[src/rtl/controller.sv]
`default_nettype none
// ============================================================================
// controller : multicycle RV32 subset control FSM (optional lui via CTRL_LUI_EN)
// Revision   : 1.0
// ============================================================================
module controller #(
  parameter bit TRAP_ILLEGAL = 1'b1
) (
  input  logic       clk,
  input  logic       reset,
  input  logic [6:0] op,
  input  logic [2:0] funct3,
  input  logic       funct7b5,
  input  logic [1:0] Zero,
  input  logic       MemReady,
  output logic       PCWrite,
  output logic       AdrSrc,
  output logic       MemWrite,
  output logic       IRWrite,
  output logic       RegWrite,
  output logic [1:0] ResultSrc,
  output logic [1:0] ALUSrcA,
  output logic [1:0] ALUSrcB,
  output logic [2:0] ALUControl,
  output logic [2:0] ImmSrc,
  output logic       Halted
);

  localparam logic [6:0] c_op_load  = 7'b0000011;
  localparam logic [6:0] c_op_store = 7'b0100011;
  localparam logic [6:0] c_op_rtype = 7'b0110011;
  localparam logic [6:0] c_op_itype = 7'b0010011;
  localparam logic [6:0] c_op_branch = 7'b1100011;
  localparam logic [6:0] c_op_jal   = 7'b1101111;
  localparam logic [6:0] c_op_jalr  = 7'b1100111;
  localparam logic [6:0] c_op_lui   = 7'b0110111;

  localparam logic [2:0] c_alu_add = 3'b000;
  localparam logic [2:0] c_alu_sub = 3'b001;
  localparam logic [2:0] c_alu_and = 3'b010;
  localparam logic [2:0] c_alu_or  = 3'b011;
  localparam logic [2:0] c_alu_slt = 3'b101;

  typedef enum logic [3:0] {
    S_FETCH    = 4'd0,
    S_DECODE   = 4'd1,
    S_MEMADR   = 4'd2,
    S_MEMREAD  = 4'd3,
    S_MEMWB    = 4'd4,
    S_MEMWRITE = 4'd5,
    S_EXECR    = 4'd6,
    S_EXECI    = 4'd7,
    S_ALUWB    = 4'd8,
    S_BRANCH   = 4'd9,
    S_JALR     = 4'd10,
    S_JAL      = 4'd11,
    S_LUI      = 4'd12,
    S_HALT     = 4'd13
  } state_t;

  typedef struct packed {
    logic       adrsrc;
    logic       memwrite;
    logic       regwrite;
    logic       pcwrite;
    logic       halted;
    logic [1:0] resultsrc;
    logic [1:0] alusrca;
    logic [1:0] alusrcb;
    logic [2:0] alucontrol;
  } ctrl_t;

  localparam state_t c_trap_state = TRAP_ILLEGAL ? S_HALT : S_FETCH;

  function automatic logic f3_legal(input logic [2:0] f3);
    return (f3 == 3'b000) || (f3 == 3'b010) || (f3 == 3'b110) || (f3 == 3'b111);
  endfunction

  function automatic logic [2:0] alu_decode(input logic [2:0] f3, input logic sub);
    logic [2:0] a;
    a = c_alu_add;
    case (f3)
      3'b000:  a = sub ? c_alu_sub : c_alu_add;
      3'b010:  a = c_alu_slt;
      3'b110:  a = c_alu_or;
      3'b111:  a = c_alu_and;
      default: a = c_alu_add;
    endcase
    return a;
  endfunction

  // Select/enable pattern presented while sitting in state s.
  function automatic ctrl_t ctrl_for(input state_t s, input logic [2:0] f3, input logic f7b5);
    ctrl_t c;
    c = '0;
    case (s)
      S_FETCH: begin
        c.alusrcb   = 2'd2;
        c.resultsrc = 2'd2;
      end
      S_DECODE: begin
        c.alusrca = 2'd1;
        c.alusrcb = 2'd1;
      end
      S_MEMADR: begin
        c.alusrca = 2'd2;
        c.alusrcb = 2'd1;
      end
      S_MEMREAD: c.adrsrc = 1'b1;
      S_MEMWB: begin
        c.resultsrc = 2'd1;
        c.regwrite  = 1'b1;
      end
      S_MEMWRITE: begin
        c.adrsrc   = 1'b1;
        c.memwrite = 1'b1;
      end
      S_EXECR: begin
        c.alusrca    = 2'd2;
        c.alucontrol = alu_decode(f3, f7b5);
      end
      S_EXECI: begin
        c.alusrca    = 2'd2;
        c.alusrcb    = 2'd1;
        c.alucontrol = alu_decode(f3, 1'b0);
      end
      S_ALUWB: c.regwrite = 1'b1;
      S_BRANCH: begin
        c.alusrca    = 2'd2;
        c.alucontrol = c_alu_sub;
      end
      S_JALR: begin
        c.alusrca = 2'd2;
        c.alusrcb = 2'd1;
      end
      S_JAL: begin
        c.alusrca = 2'd1;
        c.alusrcb = 2'd2;
        c.pcwrite = 1'b1;
      end
      S_LUI: begin
`ifdef CTRL_LUI_EN
        c.resultsrc = 2'd3;
        c.regwrite  = 1'b1;
`endif
      end
      S_HALT:  c.halted = 1'b1;
      default: c = '0;
    endcase
    return c;
  endfunction

  state_t r_state;
  state_t w_next;
  ctrl_t  r_ctl;
  logic   w_taken;
  logic   w_in_fetch;
  logic   w_in_branch;

  always_comb begin
    w_next = S_FETCH;
    case (r_state)
      S_FETCH: w_next = MemReady ? S_DECODE : S_FETCH;
      S_DECODE: begin
        case (op)
          c_op_load, c_op_store: w_next = S_MEMADR;
          c_op_rtype:  w_next = f3_legal(funct3) ? S_EXECR : c_trap_state;
          c_op_itype:  w_next = f3_legal(funct3) ? S_EXECI : c_trap_state;
          c_op_branch: w_next = S_BRANCH;
          c_op_jal:    w_next = S_JAL;
          c_op_jalr:   w_next = S_JALR;
          c_op_lui: begin
`ifdef CTRL_LUI_EN
            w_next = S_LUI;
`else
            w_next = c_trap_state;
`endif
          end
          default: w_next = c_trap_state;
        endcase
      end
      S_MEMADR:   w_next = (op == c_op_load) ? S_MEMREAD : S_MEMWRITE;
      S_MEMREAD:  w_next = MemReady ? S_MEMWB : S_MEMREAD;
      S_MEMWB:    w_next = S_FETCH;
      S_MEMWRITE: w_next = MemReady ? S_FETCH : S_MEMWRITE;
      S_EXECR:    w_next = S_ALUWB;
      S_EXECI:    w_next = S_ALUWB;
      S_ALUWB:    w_next = S_FETCH;
      S_BRANCH:   w_next = S_FETCH;
      S_JALR:     w_next = S_JAL;
      S_JAL:      w_next = S_ALUWB;
      S_LUI:      w_next = S_FETCH;
      S_HALT:     w_next = S_HALT;
      default:    w_next = S_FETCH;
    endcase
  end

  // Outputs are registered from the next state so they are glitch-free in each state.
  always_ff @(posedge clk or negedge reset) begin
    if (!reset) begin
      r_state <= S_FETCH;
      r_ctl   <= ctrl_for(S_FETCH, 3'b000, 1'b0);
    end else begin
      r_state <= w_next;
      r_ctl   <= ctrl_for(w_next, funct3, funct7b5);
    end
  end

  always_comb begin
    w_taken = 1'b0;
    case (funct3)
      3'b000:  w_taken = Zero[0];
      3'b001:  w_taken = ~Zero[0];
      3'b100:  w_taken = Zero[1];
      3'b101:  w_taken = ~Zero[1];
      default: w_taken = 1'b0;
    endcase
  end

  assign w_in_fetch  = (r_state == S_FETCH);
  assign w_in_branch = (r_state == S_BRANCH);

  // MemReady/Zero-dependent enables are combinational, so gate them with reset too.
  assign PCWrite    = reset & (r_ctl.pcwrite | (w_in_fetch & MemReady) | (w_in_branch & w_taken));
  assign IRWrite    = reset & w_in_fetch & MemReady;
  assign MemWrite   = r_ctl.memwrite;
  assign RegWrite   = r_ctl.regwrite;
  assign AdrSrc     = r_ctl.adrsrc;
  assign ResultSrc  = r_ctl.resultsrc;
  assign ALUSrcA    = r_ctl.alusrca;
  assign ALUSrcB    = r_ctl.alusrcb;
  assign ALUControl = r_ctl.alucontrol;
  assign Halted     = r_ctl.halted;

  always_comb begin
    ImmSrc = 3'b000;
    case (op)
      c_op_store:  ImmSrc = 3'b001;
      c_op_branch: ImmSrc = 3'b010;
      c_op_jal:    ImmSrc = 3'b011;
      c_op_lui:    ImmSrc = 3'b100;
      default:     ImmSrc = 3'b000;
    endcase
  end

endmodule
`default_nettype wire

[config.mk]
export PLATFORM = sky130hd
export DESIGN_NAME = controller
export DESIGN_NICKNAME = d
export VERILOG_FILES = /design/src/rtl/controller.sv
export SDC_FILE = /design/constraint.sdc
export NUM_CORES = 1
export LEC_CHECK = 0
export CAP_MARGIN = 20
export CORE_MARGIN = 2
export CORE_UTILIZATION = 50
export CTS_BUF_LIST = sky130_fd_sc_hd__clkbuf_4 sky130_fd_sc_hd__clkbuf_8 sky130_fd_sc_hd__clkbuf_16
export CTS_CLUSTER_DIAMETER = 120
export DETAILED_ROUTE_END_ITERATION = 12
export GPL_TIMING_DRIVEN = 0
export PLACE_DENSITY = 0.9
export REMOVE_ABC_BUFFERS = 1
export SYNTH_ARGS = -nofsm -noshare
export SYNTH_HDL_FRONTEND = slang
export SYNTH_SLANG_ARGS = --single-unit
[constraint.sdc]
create_clock -name clk -period 3.2 [get_ports clk]
set_input_delay 0.64 -clock clk [delete_from_list [all_inputs] [get_ports clk]]
set_output_delay 0.64 -clock clk [all_outputs]
set_load 0.03 [all_outputs]
# Yosys cells after proc, flatten, opt, wreduce, memory -nomap -nowiden
# Index checks and enable logic that the tools add are counted.
# totals
register_bits	18
in_bits	16
output_inout_bits	18
wordCells	91
# op_classes
eq_ne	36
muxes	22
bitwise	9
n_reduce_logical	14
# op_table
operator	n
== test 4 bit, second input constant	9
case mux 4 bit (8 select lines)	1
== test 4 x 3 -> 1 bit, second input constant	7
case mux 3 bit (4 select lines)	2
case mux 4 bit (6 select lines)	1
== test 7 x 6 -> 1 bit, second input constant	3
== test 7 bit, second input constant	3
case mux 3 bit (3 select lines)	2
== test 4 x 2 -> 1 bit, second input constant	4
== test 3 bit, second input constant	4
case mux 2 bit (2 select lines)	3
OR reduction 2 bit	5
two-way mux 3 bit	3
== test 4 x 1 -> 1 bit, second input constant	2
logical NOT 4 bit	2
two-way mux 4 bit	2
== test 7 x 2 -> 1 bit, second input constant	1
== test 7 x 5 -> 1 bit, second input constant	1
two-way mux 1 bit	7
AND 1 bit	5
OR reduction 5 bit	1
case mux 1 bit (4 select lines)	1
OR reduction 4 bit	1
== test 3 x 1 -> 1 bit, second input constant	1
other kinds (6)	10

# Longest topological paths before layout
# logic_depth
word_depth	10
mapped_depth	8

# Worst setup path before layout
# No wires, ideal clock.
# synth_path
path_kind	input -> output
startpoint	input port op[6]
endpoint	output port ImmSrc[0]
arrival_ns	1.640
required_ns	2.560
slack_ns	0.920
path_stages	3
n_path_buf	0
path_cell_list	nand4bb_2 > nand2b_2 > a21oi_1
# synth_between
elab_chain_len	2
# synth_lines
item	line	rtl
from (decl)	11	input logic [6:0] op,
== test 7 x 6 -> 1 bit or == test 7 bit (tied branches)	237	case (op)
case mux 3 bit (4 select lines) *	237	
to (decl)	25	output logic [2:0] ImmSrc,
# Every way passes the cells marked *; elsewhere a longest branch is shown, timed or not.

# Worst setup path after layout
# layout_path
startpoint	input port op[3]
endpoint	output port ImmSrc[2]
# Same word-level chain as after synthesis.

==> summary.md <==
| Metric | Value |
|---|---|
| Top delay family on crit path | buffers and inverters |
| Die Span Y | 52.27 um |
| GRT Util Overall | 20.44% |
| Pin count of the biggest net entering global routing | 21 |
| Port bufs | 33 |
| Pwr dens | 759.2 nW/um2 |
| Area of the core | 2212 um2 |
| Overflow after GRT | 0 |
| Clock power frac | 12.4% |
| First-pass GRT wire length | 4.243 mm |
| Met3 Use GR | 4.857% |
| Post-synthesis sequential area ratio | 38.88% |
| Slew margin rel. | 48.26% |
| Ys flop type | dfrtp_1 |
| Synth top area cells | dfrtp_1 (34%), buf_4 (5.8%), nand2_1 (5.2%), dfstp_2 (4.5%), nor2_1 (3.2%) |
| Nets | 168 |
| Tcrit/Tclk final | 94.68% |
| WP buf/inv | 2 |
| Setup repair after global routing missed its margin | no |
| Synthesis-stage register bit count | 18 |
| Hold WC Path Type | primary input to async pin |
| Vias per cell | 5.654 |
| Area growth, synth to finish | 26.21% |
| Die area | 2732 um2 |
| Clock sinks | 18 |
| Vias | 1012 |
| Met2 Use GR | 33.33% |
| Layout cells sized above 1 | 12.58% |
| Final Cell Area | 1470 um2 |
| MaxCap Viol Count | 0 |
| Async S/R FF share, synth | 100.0% |
| Comb pwr share | 54.8% |
| Yosys warns | 0 |
| Die X | 52.27 um |
| DRC Markers | 0 |
| CTS tree | done |
| Peak supply drop | 0.8034 mV |
| Sw Share | 42.71% |
| Skew-Pair Late Insertion Delay | 0.29 ns |
| Post-Synthesis Cells | 128 |
| Inserted Clock Buffers | 3 |
| Slew at the pin closest to its max-slew limit | 0.7761 ns |
| Final hold violations | 0 |
| H-tree depth | 1 |
| Io pins | 34 |
| Root Buffer | clkbuf_4 |
| Post-DP Area | 1423 um2 |
| Row Count | 17 |
| WL per Instance | 14.01 um |
| Buffer levels on the longest clock path | 2 |
| WP data required | 2.56 ns |
| Max Freq | 0.3301 GHz |
| Worst path max stage delay | 0.70 ns |
| Leading area contributor after synthesis | dfrtp_1 |
| 1st-iter DRT viols | 52 |
| CP Data Arrival Time | 2.39 ns |
| CP startpoint kind | primary input |
| Slowest-stage cell, CP | clkdlybuf4s50_1 |
| Worst path cell trace | clkdlybuf4s50_1 -> nand4bb_2 -> nor3_1 -> clkdlybuf4s50_1 |
| Pleak | 0.6721 nW |
| Avg Inst Size Synth | 9.101 um2 |
| Met1 usage | 27.32% |
| Commonest non-fill, non-tap cell in the layout | clkdlybuf4s50_1 |
| Cell mode on critical path | clkdlybuf4s50_1 |
| Cell internal pwr | 639.4 uW |
| Post-layout util | 66.46% |
| Skew final | 0.002200 ns |
| Starting Density | 52.66% |
| FILL cells | 186 |
| Worst Path Class, Setup | primary input to output port |
| Number of synthesized flops with an enable pin | 0 |
| Top cell type's share of synthesized area | 34.37% |
| Final setup viols | 0 |
| Status | finished, final reports clean |
| Post_cts resized | 2 |
| Crit path time final | 3.030 ns |
| Mapped cell area | 1165 um2 |
| Hold Slack | 0.5241 ns |
| Hpwl dp | 1.918 mm |
| Most frequent cells in the layout | clkdlybuf4s50_1 (30), dfrtp_1 (16), nand2_1 (16) |
| Critical Path Fanout Max | 5 |
| WL final | 2.507 mm |
| Synth cell types | 45 |
| Ant diodes | 0 |
| Crit. End Element | output port |
| Pre-antenna DRT Iters | 4 |
| Vias in the first global route | 970 |
| Routed Antenna Nets | 0 |
| Initial antenna violation count | 0 |
| Post-CTS Setup Repair Bufs | 0 |
| Max Slew Vio Count | 0 |
| Hold-fix buffers, CTS | 0 |
| GR peak layer | met2 |
| Clock slew at reported path FFs | 0.10 ns |
| Reg power frac | 32.9% |
| Psw | 476.8 uW |
| GP Congestion | 0.8726 |
logic make-up after synthesis:
logic type             after synthesis  synth area share, %
buffers and inverters               23                12.14
multiplexers                         3                2.578
XOR/XNOR                             4                3.008
AO/OA/AOI/OAI                       23                15.68
flip-flops                          18                38.88
AND/OR/NAND/NOR                     57                27.71
synth_stat cells, types with 3 or more instances:
cell	n
nand2_1	16
nor3_1	6
o21ai_0	5
nand3_1	3
nor2_1	10
nand2b_1	4
inv_1	8
mux2i_1	3
dfrtp_1	16
nor4_1	4
a21oi_1	5
buf_4	9
routing by layer:
metal / wire length (um) / vias to the layer above / share of wire [%]
met5: 0 / - / 0
met4: 12 / 0 / 0.48
met3: 127 / 2 / 5.1
met2: 1255 / 31 / 50
met1: 1111 / 497 / 44
li1: - / 482 / -
power groups by stage:
stage          Sequential (mW)  Combinational (mW)  Clock (mW)
3_3_place_gp             0.365               0.591           0
6_report                 0.367               0.611       0.138
2_1_floorplan            0.462               0.306           0
5_1_grt                  0.374               0.660       0.148
4_1_cts                  0.364               0.612       0.139
3_5_place_dp             0.369               0.607           0
through the flow:
step	worst slack (ns)	power (mW)	setup TNS (ns)	std cells
6_report	0.1703	1.116	0	179
3_5_place_dp	-0.4666	0.9758	-4.434	175
5_1_grt	0.02003	1.183	0	179
2_1_floorplan	0.6710	0.7680	0	114
4_1_cts	0.0004126	1.116	0	179
3_3_place_gp	-0.2431	0.9555	-1.675	175
path summary, 6_finish.rpt:
path	startpoint	to	slack (ns)	depth (start not counted)
min in group clk	r_state[0]	ResultSrc[0]	0.69	2
max reg2reg	r_state[2]	AdrSrc	0.97	7
max	op[3]	ImmSrc[2]	0.17	4
max in group asynchronous	reset	Halted	2.19	1
min	reset	ALUControl[2]	0.52	1
min reg2reg	r_state[0]	ResultSrc[0]	0.69	2
final cells by class:
| class | count | area (um2) | share of cell area [%] |
|---|---|---|---|
| clock buffers | 4 | 36.28 | 2.468 |
| inverters | 9 | 33.78 | 2.298 |
| multi-input cells | 87 | 578.1 | 39.32 |
| flip-flops and latches | 18 | 452.9 | 30.81 |
| well taps | 28 | 35.03 | 2.383 |
| repair buffers | 33 | 334.1 | 22.72 |
sequential cells by signal (all words and copies together) (netlist names):
register    count
r_state         4
ALUControl      3
ALUSrcA         2
ALUSrcB         2
ResultSrc       2
AdrSrc          1
Halted          1
MemWrite        1
RegWrite        1
r_ctl           1
Note: power is estimated with default switching activity, not from simulation.
